<file path="config.mk">
export PLATFORM = sky130hd
export DESIGN_NAME = vga_timing_generator
export DESIGN_NICKNAME = d
export VERILOG_FILES = /design/src/rtl/video_pkg.sv /design/src/rtl/video_axis_counter.sv /design/src/rtl/vga_timing_generator.sv
export SDC_FILE = /design/constraint.sdc
export NUM_CORES = 1
export LEC_CHECK = 0
export BUFFER_PORTS_ARGS = -buffer_cell sky130_fd_sc_hd__buf_2
export CORE_ASPECT_RATIO = 1.75
export CORE_MARGIN = 3
export CORE_UTILIZATION = 30
export DETAILED_ROUTE_END_ITERATION = 16
export GPL_TIMING_DRIVEN = 0
export PLACE_DENSITY_LB_ADDON = 0.15
export RECOVER_POWER = 100
export REMOVE_ABC_BUFFERS = 1
export SLEW_MARGIN = 20
export SYNTH_ARGS = -nofsm -noshare
export SYNTH_HDL_FRONTEND = slang
export SYNTH_SLANG_ARGS = --single-unit
</file>
<file path="constraint.sdc">
create_clock -name clk -period 5.6 [get_ports clk]
set_clock_uncertainty 0.15 [all_clocks]
set_input_delay 1.12 -clock clk [delete_from_list [all_inputs] [get_ports clk]]
set_output_delay 1.12 -clock clk [all_outputs]
set_load 0.05 [all_outputs]
</file>
<file path="src/rtl/video_pkg.sv">
// Shared video definitions: generator FSM states, default raster timing and width helpers.
package video_pkg;

  // Default 800x600@60 timing, horizontal counts divided by 8 (40 MHz pixel clock).
  localparam int unsigned DefHVisible = 100;
  localparam int unsigned DefHFront   = 5;
  localparam int unsigned DefHSync    = 16;
  localparam int unsigned DefHBack    = 11;
  localparam int unsigned DefVVisible = 600;
  localparam int unsigned DefVFront   = 1;
  localparam int unsigned DefVSync    = 4;
  localparam int unsigned DefVBack    = 23;

  typedef enum logic [1:0] {
    StIdle        = 2'd0,
    StRun         = 2'd1,
    StStopPending = 2'd2
  } vga_state_e;

  // Total count of one axis (line length in clocks or frame height in lines).
  function automatic int unsigned axis_total(input int unsigned visible,
                                             input int unsigned front,
                                             input int unsigned sync,
                                             input int unsigned back);
    return visible + front + sync + back;
  endfunction

  // Counter width able to hold 0..total-1, never narrower than one bit.
  function automatic int unsigned axis_width(input int unsigned total);
    return (total > 1) ? $clog2(total) : 1;
  endfunction

endpackage

</file>
<file path="src/rtl/video_axis_counter.sv">
// One raster axis: wrapping counter plus visible/sync decode of its next value.
module video_axis_counter
  import video_pkg::*;
#(
  parameter int unsigned TOTAL      = 132,
  parameter int unsigned VISIBLE    = 100,
  parameter int unsigned SYNC_START = 105,
  parameter int unsigned SYNC_END   = 121,
  localparam int unsigned W         = axis_width(TOTAL)
) (
  input  logic         clk,
  input  logic         rst_n,
  input  logic         clear,
  input  logic         advance,
  output logic [W-1:0] count,
  output logic [W-1:0] next_count,
  output logic         wrap,
  output logic         next_visible,
  output logic         next_sync
);

  localparam logic [W-1:0] LastCount = W'(TOTAL - 1);

  assign wrap = advance && (count == LastCount);

  // Next count: clear wins, otherwise step and wrap at TOTAL-1 without relying on overflow.
  always_comb begin
    next_count = count;
    if (clear) begin
      next_count = '0;
    end else if (advance) begin
      next_count = wrap ? '0 : count + 1'b1;
    end
  end

  // Region decode on the next value so registered outputs line up with the count.
  always_comb begin
    next_visible = (32'(next_count) < VISIBLE);
    next_sync    = (32'(next_count) >= SYNC_START) && (32'(next_count) < SYNC_END);
  end

  // Count register.
  always_ff @(posedge clk or negedge rst_n) begin
    if (!rst_n) begin
      count <= '0;
    end else begin
      count <= next_count;
    end
  end

endmodule

</file>
<file path="src/rtl/vga_timing_generator.sv">
// VGA raster generator: run/stop FSM, two axis counters and registered sync/strobe outputs.
module vga_timing_generator
  import video_pkg::*;
#(
  parameter int unsigned H_VISIBLE = DefHVisible,
  parameter int unsigned H_FRONT   = DefHFront,
  parameter int unsigned H_SYNC    = DefHSync,
  parameter int unsigned H_BACK    = DefHBack,
  parameter int unsigned V_VISIBLE = DefVVisible,
  parameter int unsigned V_FRONT   = DefVFront,
  parameter int unsigned V_SYNC    = DefVSync,
  parameter int unsigned V_BACK    = DefVBack,
  localparam int unsigned H_TOTAL  = axis_total(H_VISIBLE, H_FRONT, H_SYNC, H_BACK),
  localparam int unsigned V_TOTAL  = axis_total(V_VISIBLE, V_FRONT, V_SYNC, V_BACK),
  localparam int unsigned HW       = axis_width(H_TOTAL),
  localparam int unsigned VW       = axis_width(V_TOTAL)
) (
  input  logic          clk,
  input  logic          rst_n,
  input  logic          enable,
  output logic          running,
  output logic          hsync,
  output logic          vsync,
  output logic          visible,
  output logic [HW-1:0] pixel_x,
  output logic [VW-1:0] pixel_y,
  output logic          line_start,
  output logic          frame_start,
  output logic          fetch_line,
  output logic [VW-1:0] fetch_row
);

  localparam logic [HW-1:0] HVisibleC = HW'(H_VISIBLE);
  localparam logic [VW-1:0] VLastC    = VW'(V_TOTAL - 1);

  vga_state_e    state_q, state_d;
  logic [HW-1:0] h_next;
  logic [VW-1:0] v_next;
  logic [VW-1:0] row_next;
  logic          h_wrap, v_wrap;
  logic          h_next_vis, h_next_sync;
  logic          v_next_vis, v_next_sync;
  logic          counting, clear, run_d, fetch_d;

  // Counters advance only once running; entering or staying in idle forces them to zero.
  assign counting = (state_q != StIdle);
  assign clear    = (state_d == StIdle);
  assign run_d    = ~clear;

  video_axis_counter #(
    .TOTAL      (H_TOTAL),
    .VISIBLE    (H_VISIBLE),
    .SYNC_START (H_VISIBLE + H_FRONT),
    .SYNC_END   (H_VISIBLE + H_FRONT + H_SYNC)
  ) u_h_counter (
    .clk          (clk),
    .rst_n        (rst_n),
    .clear        (clear),
    .advance      (counting),
    .count        (pixel_x),
    .next_count   (h_next),
    .wrap         (h_wrap),
    .next_visible (h_next_vis),
    .next_sync    (h_next_sync)
  );

  video_axis_counter #(
    .TOTAL      (V_TOTAL),
    .VISIBLE    (V_VISIBLE),
    .SYNC_START (V_VISIBLE + V_FRONT),
    .SYNC_END   (V_VISIBLE + V_FRONT + V_SYNC)
  ) u_v_counter (
    .clk          (clk),
    .rst_n        (rst_n),
    .clear        (clear),
    .advance      (h_wrap),
    .count        (pixel_y),
    .next_count   (v_next),
    .wrap         (v_wrap),
    .next_visible (v_next_vis),
    .next_sync    (v_next_sync)
  );

  // Run/stop control: a stop request only takes effect on the last clock of a frame.
  always_comb begin
    state_d = state_q;
    unique case (state_q)
      StIdle: begin
        if (enable) state_d = StRun;
      end
      StRun: begin
        if (!enable) state_d = StStopPending;
      end
      StStopPending: begin
        if (enable) begin
          state_d = StRun;
        end else if (v_wrap) begin
          state_d = StIdle;
        end
      end
      default: state_d = StIdle;
    endcase
  end

  // Line-buffer prefetch targets the next row; the last frame line requests row 0.
  always_comb begin
    row_next = (v_next == VLastC) ? '0 : v_next + 1'b1;
    fetch_d  = run_d && (h_next == HVisibleC) && (32'(row_next) < V_VISIBLE);
  end

  // State and output registers, all decoded from next-state counters.
  always_ff @(posedge clk or negedge rst_n) begin
    if (!rst_n) begin
      state_q     <= StIdle;
      running     <= 1'b0;
      hsync       <= 1'b1;
      vsync       <= 1'b1;
      visible     <= 1'b0;
      line_start  <= 1'b0;
      frame_start <= 1'b0;
      fetch_line  <= 1'b0;
      fetch_row   <= '0;
    end else begin
      state_q     <= state_d;
      running     <= run_d;
      hsync       <= ~(run_d & h_next_sync);
      vsync       <= ~(run_d & v_next_sync);
      visible     <= run_d & h_next_vis & v_next_vis;
      line_start  <= run_d & (h_next == '0) & v_next_vis;
      frame_start <= run_d & (h_next == '0) & (v_next == '0);
      fetch_line  <= fetch_d;
      fetch_row   <= fetch_d ? row_next : '0;
    end
  end

endmodule

</file>
Word level (Yosys, flattened, before mapping)
Cells that the tools add are included.
Cells by class
  equality and inequality tests: 6
  divide/modulo/power cells: 0
  multipliers: 0
  $add $sub $neg: 3
  bitwise logic cells: 10
  shifts and indexed selects: 0
  mux-type cells: 13
  order comparisons: 7
  reduce and logical (&&, ||, !) cells: 11
Operators by type and width (count)
  2-to-1 mux 10 bit: 5
  less-than comparator 10 bit, second input constant: 3
  2-to-1 mux 8 bit: 3
  adder 10 x 1 -> 10 bit, second input constant: 2
  == test 10 bit, second input constant: 2
  less-than comparator 8 x 7 -> 1 bit, second input constant: 2
  >= comparator 10 bit, second input constant: 1
  zero test 10 bit: 1
  adder 8 x 1 -> 8 bit, second input constant: 1
  == test 8 x 7 -> 1 bit, second input constant: 1
  == test 8 bit, second input constant: 1
  >= comparator 8 x 7 -> 1 bit, second input constant: 1
  zero test 8 bit: 1
  2-to-1 mux 2 bit: 4
  AND 1 bit: 7
  logical AND 1 bit: 6
  case mux 2 bit (3 select lines): 1
  zero test 2 bit: 2
  inverter 1 bit: 3
  == test 2 x 1 -> 1 bit, second input constant: 1
  == test 2 bit, second input constant: 1
  nonzero test 2 bit: 1
Word-level totals
  RAM bits: 0
  bits of input ports: 3
  output and inout port bits: 35
  ROM bits: 0
  bits in latches: 0
  memories kept: 0
  bits in registers: 37
  logic and storage cells: 61

Longest topological paths before layout
Gate-level depths: netlist (run 1).
  word-level depth: 13
  mapped depth: 13
  depth with buffers taken out: 12

Modules after synthesis
Synthesis (run 1) repeated with hierarchy kept, for this count alone.
Unflattened totals
  cell total of the unflattened synthesis: 244
  area total of the unflattened synthesis: 2319.7 sq um
Modules (own cells, without submodules)
  vga_timing_generator: area an instance 1016.0 sq um, sequential area each 478.0 sq um, cells each 106, instances 1
  video_axis_counter at u_v_counter: area an instance 732.0 sq um, sequential area each 250.2 sq um, cells each 77, instances 1
  video_axis_counter at u_h_counter: area an instance 571.8 sq um, sequential area each 200.2 sq um, cells each 61, instances 1

Least setup slack after synthesis (run 1)
No wires, ideal clock.
  path type: reg-to-reg
  from: reg u_v_counter.count[1]
  to: reg fetch_row[1]
  required time: 5362 ps
  library setup time: 88 ps
  data arrival time: 3266 ps
  period minus slack after synthesis: 3505 ps
  path buffers: 1
  slack: 2095 ps
  stages on the path, launching flop included: 14
  path through: dfrtp_1 -> ha_1 -> buf_4 -> nor3b_1 -> and2_2 -> a21oi_1 -> nand2b_1 -> inv_1 -> ha_1 -> nand3_1 -> nor4_1 -> mux2i_1 -> a32oi_4 -> nor3b_1
Between the ends
  word-level cells in the longest chain between the ends: 12
  elaborated cells on any way between the ends: 20
  classes of those cells: add/sub: 2; order compare: 1; eq/ne: 3; mux: 9; bitwise: 1; reduce/logical: 4
Ends and longest elaborated chain
  start: declaration: RTL line video_axis_counter.sv:15  | output logic [W-1:0] count,
  start signal: assignment: RTL line video_axis_counter.sv:47  | count <= next_count;
  == test 10 bit: RTL line video_axis_counter.sv:24  | assign wrap = advance && (count == LastCount);
  logical AND 1 bit: RTL line video_axis_counter.sv:24
  2-to-1 mux 2 bit: RTL line vga_timing_generator.sv:97  | end else if (v_wrap) begin
  2-to-1 mux 2 bit: RTL line vga_timing_generator.sv:95  | if (enable) begin
  case mux 2 bit (3 select lines): RTL line vga_timing_generator.sv:87  | unique case (state_q)
  zero test 2 bit: RTL line vga_timing_generator.sv:47  | assign clear = (state_d == StIdle);
  2-to-1 mux 10 bit (*): RTL line video_axis_counter.sv:29  | if (clear) begin
  named net u_v_counter.next_count[1]: RTL line video_axis_counter.sv:16  | output logic [W-1:0] next_count,
  adder 10 x 1 -> 10 bit / == test 10 bit (equally long branches): RTL line vga_timing_generator.sv:107  | row_next = (v_next == VLastC) ? '0 : v_next + 1'b1;
  2-to-1 mux 10 bit (*): RTL line vga_timing_generator.sv:107
  less-than comparator 10 bit: RTL line vga_timing_generator.sv:108  | fetch_d = run_d && (h_next == HVisibleC) && (32'(row_next) < V_VISIBLE);
  logical AND 1 bit: RTL line vga_timing_generator.sv:108
  2-to-1 mux 10 bit (*): RTL line vga_timing_generator.sv:132  | fetch_row <= fetch_d ? row_next : '0;
  end signal: assignment: RTL line vga_timing_generator.sv:132
  end: declaration: RTL line vga_timing_generator.sv:30  | output logic [VW-1:0] fetch_row
Mark *: on every way through the listed nets, which the timed path passes. The rest lies on a longest branch.

Final worst setup path (run 1)
  from: in enable
  to: reg fetch_row[2]
Between the ends
  word-level cells in the longest chain between the ends: 9
  elaborated cells on any way between the ends: 16
  classes of those cells: add/sub: 1; order compare: 1; eq/ne: 2; mux: 8; bitwise: 1; reduce/logical: 3
Ends and longest elaborated chain
  start: declaration: RTL line vga_timing_generator.sv:20  | input logic enable,
  2-to-1 mux 2 bit (on tied branches): RTL line vga_timing_generator.sv:95, vga_timing_generator.sv:89, vga_timing_generator.sv:92
  case mux 2 bit (3 select lines) (*): RTL line vga_timing_generator.sv:87
  zero test 2 bit (*): RTL line vga_timing_generator.sv:47
  2-to-1 mux 10 bit (*): RTL line video_axis_counter.sv:29
  named net u_v_counter.next_count[1]: RTL line video_axis_counter.sv:16
  adder 10 x 1 -> 10 bit / == test 10 bit (equally long branches): RTL line vga_timing_generator.sv:107
  2-to-1 mux 10 bit (*): RTL line vga_timing_generator.sv:107
  less-than comparator 10 bit: RTL line vga_timing_generator.sv:108
  logical AND 1 bit: RTL line vga_timing_generator.sv:108
  2-to-1 mux 10 bit (*): RTL line vga_timing_generator.sv:132
Marked as above.

==> results of run 1 <==
[stage by stage]
stage	power [mW]	utilization [%]	instance area (sq um)	std cells	hold slack (ns)
after floorplan	0.400	-	2440	257	0.476
after global placement	0.441	33.4	2770	409	0.410
after detailed placement	0.443	33.4	2770	409	0.435
after CTS	0.786	35.5	2950	417	0.443
after global routing	0.804	34.5	2870	417	0.498
final	0.772	34.5	2870	417	0.444
[metal layers]
metal,global-route usage [%],vias to the layer above
met3,2.24,24
met5,0,-
met2,29.8,51
met1,15.7,1037
li1,-,1065
met4,10.7,0
[cell usage in the layout, fill, tap and decap left out, drive strengths merged, types with 5 or more instances in the layout]
cell / netlist / routed
nand4: 8 / 8
nor3: 15 / 15
nand2: 11 / 11
nor2: 28 / 28
dfrtp: 35 / 35
inv: 10 / 10
xor2: 7 / 7
o21ai: 13 / 13
nor3b: 5 / 5
and2: 6 / 6
a21oi: 9 / 9
xnor2: 10 / 10
ha: 6 / 6
nor4: 10 / 10
and3: 5 / 5
nand3: 13 / 13
clkbuf: 5 / 43
o211ai: 5 / 5
[worst min path at each step]
stage	cells after the start	endpoint	slack (ns)
finish	2	u_h_counter.count[1]$_DFF_PN0_	0.44
global route	2	u_h_counter.count[1]$_DFF_PN0_	0.50
CTS	2	u_h_counter.count[1]$_DFF_PN0_	0.44
detailed placement	2	u_h_counter.count[1]$_DFF_PN0_	0.43
global placement	2	u_h_counter.count[1]$_DFF_PN0_	0.41
floorplan	2	state_q[1]$_DFF_PN0_	0.48
[registers in the layout (all words and copies together) (netlist names)]
name,count
visible,1
fetch_line,1
u_v_counter.count,10
line_start,1
running,1
fetch_row,10
vsync,1
hsync,1
state_q,2
u_h_counter.count,8
frame_start,1
[layout make-up]
type / count / area (sq um) / share of cell area, %
inverters: 10 / 37.5 / 1.31
flip-flops and latches: 37 / 928 / 32.3
clock inverters: 2 / 37.5 / 1.31
well taps: 115 / 144 / 5.01
repair buffers: 37 / 139 / 4.84
clock buffers: 6 / 139 / 4.84
multi-input cells: 210 / 1450 / 50.4
[power by group through the flow]
stage / clock [mW] / sequential [mW] / combinational, mW
2_1_floorplan: 0 / 0.345 / 0.0547
3_3_place_gp: 0 / 0.302 / 0.138
3_5_place_dp: 0 / 0.302 / 0.141
4_1_cts: 0.348 / 0.298 / 0.141
5_1_grt: 0.356 / 0.300 / 0.147
6_report: 0.342 / 0.298 / 0.132
[cells by family (layout without fill, tap and decap cells)]
group | after synthesis | in the layout
and+or+nand+nor | 122 | 122
AOI/OAI and AO/OA | 62 | 62
DFF | 37 | 37
buffers and inverters | 24 | 55
xor gates and xnor gates | 17 | 17
adders and majority gates | 6 | 6
muxes | 3 | 3
[worst register-to-register path: cells and delay by family, from the launching register on]
kind                     cells  cell delay, ns
AO/OA/AOI/OAI                2            0.88
XOR/XNOR                     1            0.12
adder cells (fa/ha/maj)      1            0.34
flip-flops                   1            0.47
AND/OR/NAND/NOR              6            2.26
==> metrics.txt, run 1 <==
Placeable Area 8310 sq um; Syn Inst Count 271; Synth async-reset ratio 100%; Final period util 78.3%; CP endpoint fetch_row[2]$_DFF_PN0_; top cells by count, synth dfrtp_1, nor2_1, nor3_1, nand3_1, o21ai_0; IO buf count 37; Chip Width 76.1 um; vias in the first global route 2232; Vias per Instance 5.22; top post-synthesis cells by area dfrtp_1, nor2_1, xnor2_1, ha_1, nor3_1; diode count 0; met2 WL 4010 um; Num CTS Buffers 5; post-CTS setup buffers 0; FF-to-FF path depth 10; # DRC 0; cell taking the most area after synthesis dfrtp_1; area of the die 9780 sq um; hold path startpoint u_h_counter.count[1]$_DFF_PN0_; multiplexer share of the synthesized area 1.17%; Worst Hold Class reg -> reg; RSZ-0062 raised after global routing no; Post-Synth Simple-Gate Area 28.5%; P_sw 0.242 mW; Ys Warns 0; Final #Nets 310; Avg WL per Cell 18.0 um; Critical-path top delay cell a32oi_1; CTS clk-pin slew, worst paths 0.06 ns; status finished with violations; Max stage delay on crit path 0.72 ns; Final Max Slew Viols 38; largest net degree at the start of global routing 38; cell depth of the worst setup path 12; xor and xnor area share after synthesis 5.78%; power density cells 269 nW/um^2; Avg Cell Area, Syn 9.51 sq um; detailed-router iteration count before antenna repair 4; Buf/Inv on CP 2; Rows 44; number of synthesized flops with an enable pin 0; Starting Density 31.0%; Cell Chain, Critical Path clkbuf_1 > or2_2 > o21ai_0 > a21oi_1 > nand2b_1 > inv_1 > ha_1 > nand3_1 > nor4_1 > o32ai_4 > a32oi_1 > nor3_1; Comb pwr share 17.1%; worst vdd ir 0.101 mV; CTS resizes 0; Max-cap violations 1; Iteration-0 DRC Markers 105; Filler cells 905; Synth Cell Area 2580 sq um; Synth Area in Compound Gates 19.0%; DRT Wirelength 7490 um; H-Tree Level Count 2; Slew @ Worst Pin 2.08 ns; met3 WL post-DR 214 um; clock sink total 37; CP top delay family compound AO/OA/AOI/OAI gates; clock network power share 44.3%; R2R Setup Slk 1.23 ns; layout cells sized above 1 11.3%; flops & latches, synth 37; I/O Pins 38; post-synthesis cell type count 68; Final Hold Fails 0; Reg-to-Reg Start u_h_counter.count[3]$_DFF_PN0_; clock buffer depth 2; Yosys top cell area share 34.0%; Post-CTS Hold Buffers 0; Setup crit end kind register; sequential share of power 38.6%; Post-Route Setup TNS 0 ns; global-route wire length before repair 11900 um; CTS tree yes; gpl congestion 0.898; critical path class in -> reg; antenna violations before repair 0; GRT Resource Usage Total 15.7%; Antenna Violating Nets Remaining 0; DP Worst Slack 1.17 ns; Setup WS post-layout 1.22 ns; count leader, synth dfrtp_1; failing checks capacitance limit, slew limit; P_int 0.530 mW; register area share after synthesis 36.0%; HPWL after DPL 5720 um; endpoints failing setup 0; crit-path max FO 9; Synth Flop Type dfrtp_1; switch share 31.3%; die span in y 129 um; M1 WL 2820 um; Max Freq 228 MHz; arrival time at the worst endpoint 4.36 ns; Startpoint Class primary input; Setup crit start enable; aggregate global routing overflow 0; Slew headroom -38.4%; Final min period 4.38 ns; DR vias 2177; post-synthesis adder-cell area fraction 2.91%; largest family of logic cells by synthesized area simple AND/OR/NAND/NOR gates; top routing layer used met4; Leakage 1.11 nW; critical path data required time 5.58 ns; Synth-to-Final Area Change 11.4%; latest clock arrival within the worst-skew pair 0.29 ns; CTS root buffer clkbuf_16; reg-to-reg critical path endpoint fetch_row[2]$_DFF_PN0_
Note: power is estimated with default switching activity, not from simulation.
==> run 2, diff against run 1 <==
- ABC_AREA: not set -> 1
- clock period: 5.6 -> 3.6 ns (I/O delays scaled with it)
==> run 2 against run 1 <==
Net effect: the flow still finishes with violations (capacitance limit, slew limit); register-to-register slack got worse by 0.83 ns; power rose by 30%; worst setup slack lost 0.82 ns; sequential power rose by 49%; final area down 4.7%; synthesized cell count up 22%; synthesized area is 5.8% lower; clock-buffer cell count stayed put; non-clock buffer count did not move; largest cell class unchanged; highest routed layer unchanged.
==> metrics.txt, run 2 <==
Avg Cell Area, Syn 7.36 sq um; die span in y 125 um; Synth-to-Final Area Change 12.6%; DR vias 2132; Max-cap violations 1; cell taking the most area after synthesis dfrtp_1; endpoints failing setup 0; CTS root buffer clkbuf_16; Cell Chain, Critical Path ha_2 > inv_1 > nor2_1 > nand3_2 > nor2_4 > nand3_2 > nand2_2 > nand2_4 > nand2_1 > nor2_1 > ha_1 > inv_1 > nor2_1 > nand3_1 > nor2_1 > nand2_2 > nand3_1 > nand2_1 > nand2_1 > nand2_1 > nand2_1 > nand2_4 > nor2_1; antenna violations before repair 0; clock sink total 37; post-synthesis cell type count 33; top cells by count, synth nand2_1, inv_1, nor2_1, dfrtp_1, nand3_1; GRT Resource Usage Total 14.4%; detailed-router iteration count before antenna repair 5; count leader, synth nand2_1; IO buf count 37; top post-synthesis cells by area dfrtp_1, nand2_1, inv_1, nor2_1, nand3_1; most frequent cells in the layout nand2_1, inv_1, nor2_1, clkbuf_1, dfrtp_1; layout cells sized above 1 12.2%; aggregate global routing overflow 0; Sequential Area 930 sq um; area of the multi-input gates 1190 sq um; HPWL after DPL 4690 um; Yosys top cell area share 36.1%; Max stage delay on crit path 0.45 ns; gpl congestion 0.783; H-Tree Level Count 2; CTS tree yes; arrival time at the worst endpoint 3.26 ns; # DRC 0; DP Worst Slack -0.0613 ns; critical path class reg -> reg; biggest regs fetch_row (10), u_v_counter.count (10), u_h_counter.count (8); worst vdd ir 0.157 mV; flops & latches, synth 37; Final Core Density 35.4%; Startpoint Class register; number of synthesized flops with an enable pin 0; crit-path max FO 22; latest clock arrival within the worst-skew pair 0.28 ns; status finished with violations; Starting Density 31.4%; Vias per Instance 4.67; Iteration-0 DRC Markers 105; Syn Inst Count 330; Final period util 88.9%; critical path data required time 3.66 ns; CTS clk-pin slew, worst paths 0.06 ns; Filler cells 847; clock buffer depth 2; Final min period 3.20 ns; area of the die 9250 sq um; largest net degree at the start of global routing 38; Slew @ Worst Pin 2.06 ns; Synth async-reset ratio 100%; Final Max Slew Viols 38; I/O Pins 38; diode count 0; Setup crit end kind register; Final Hold Fails 0; vias in the first global route 2222; Placeable Area 7720 sq um; Slew headroom -37.1%; Rows 42; commonest non-fill, non-tap cell in the layout nand2_1; Synth Flop Type dfrtp_1; Max Freq 312 MHz; Synth Cell Area 2430 sq um; power density cells 367 nW/um^2; Leakage 1.38 nW; Chip Width 74.0 um; RSZ-0062 raised after global routing no; global-route wire length before repair 10300 um; Worst Hold Class reg -> reg; Antenna Violating Nets Remaining 0; DRT Wirelength 6060 um; Ys Warns 0; register area share after synthesis 38.2%; Setup WS post-layout 0.398 ns; failing checks capacitance limit, slew limit; Avg WL per Cell 13.3 um; Num CTS Buffers 5; Critical-path top delay cell dfrtp_2; post-CTS setup buffers 0; Final #Nets 377
-- run 2: cell types whose count changed after synthesis, sizes merged, moves of 5 or more --
cell / change
nand2: +81
and3: -5
nand3: +18
clkbuf: -5
and2: -6
inv: +46
o21ai: -5
nor3: -11
o211ai: -5
xnor2: -8
nor2: +30
nor4: -8
-- run 2: routing by layer --
metal / vias to the layer above / GRT usage, % / share of wire, %
met4: 0 / 5.34 / 1.1
met1: 998 / 15.8 / 40
met5: - / 0 / 0
met2: 32 / 26.5 / 56
li1: 1098 / - / -
met3: 4 / 2.33 / 2.8
-- run 2: critical path: cells and delay by family, from the launching register on --
family        cells  cell delay (ns)
simple gates     19             1.89
fa+ha+maj         2             0.49
flops             1             0.45
buf+inv           2             0.13
-- run 2: layout make-up --
class                      instances  area share (%)
clock buffer                       6            4.71
clock inverter                     2           0.366
inverter                          59            8.37
multi-input combinational        228            43.5
sequential                        37            34.0
tap                               88            4.03
timing repair buffer              37            5.08
-- run 2: logic make-up after synthesis --
kind of cell,synth area share (%)
simple gates,40.3
buf+inv,12.1
flops,38.2
compound gates,4.17
xor+xnor,2.16
fa+ha+maj,3.09
-- run 2: path summary, 6_finish.rpt --
check | end | depth (start not counted) | slack [ns] | startpoint
worst max-delay path | fetch_row[8]$_DFF_PN0_ | 23 | 0.40 | u_v_counter.count[0]$_DFF_PN0_
worst min-delay path | u_h_counter.count[1]$_DFF_PN0_ | 2 | 0.47 | u_h_counter.count[1]$_DFF_PN0_
worst max register to register | fetch_row[8]$_DFF_PN0_ | 23 | 0.40 | u_v_counter.count[0]$_DFF_PN0_
worst min register to register | u_h_counter.count[1]$_DFF_PN0_ | 2 | 0.47 | u_h_counter.count[1]$_DFF_PN0_
max in group asynchronous | u_v_counter.count[0]$_DFF_PN0_ | 1 | 1.10 | rst_n
min in group asynchronous | u_v_counter.count[1]$_DFF_PN0_ | 1 | 0.88 | rst_n
-- run 2: timing repair --
action                     CTS  global route
hold buffers                 0             0
pin swaps                    0             0
setup endpoints to repair   11            11
resized for setup            1             5
-- run 2: where the power goes --
| group | switching (mW) | total (mW) | internal (mW) | leakage, nW |
|---|---|---|---|---|
| clock | 0.165 | 0.419 | 0.254 | 0.0706 |
| sequential | 0.0114 | 0.444 | 0.433 | 0.495 |
| combinational | 0.114 | 0.141 | 0.0268 | 0.819 |
-- run 2: stage by stage --
step | instances | total power, mW | setup TNS (ns) | instance area [sq um] | hold slack, ns
2_1_floorplan | 324 | 0.560 | 0 | 2360 | 0.274
3_3_place_gp | 449 | 0.603 | -0.500 | 2660 | 0.453
3_5_place_dp | 449 | 0.603 | -0.466 | 2660 | 0.455
4_1_cts | 457 | 1.03 | 0 | 2800 | 0.444
5_1_grt | 457 | 1.05 | 0 | 2740 | 0.494
6_report | 457 | 1.00 | 0 | 2740 | 0.470
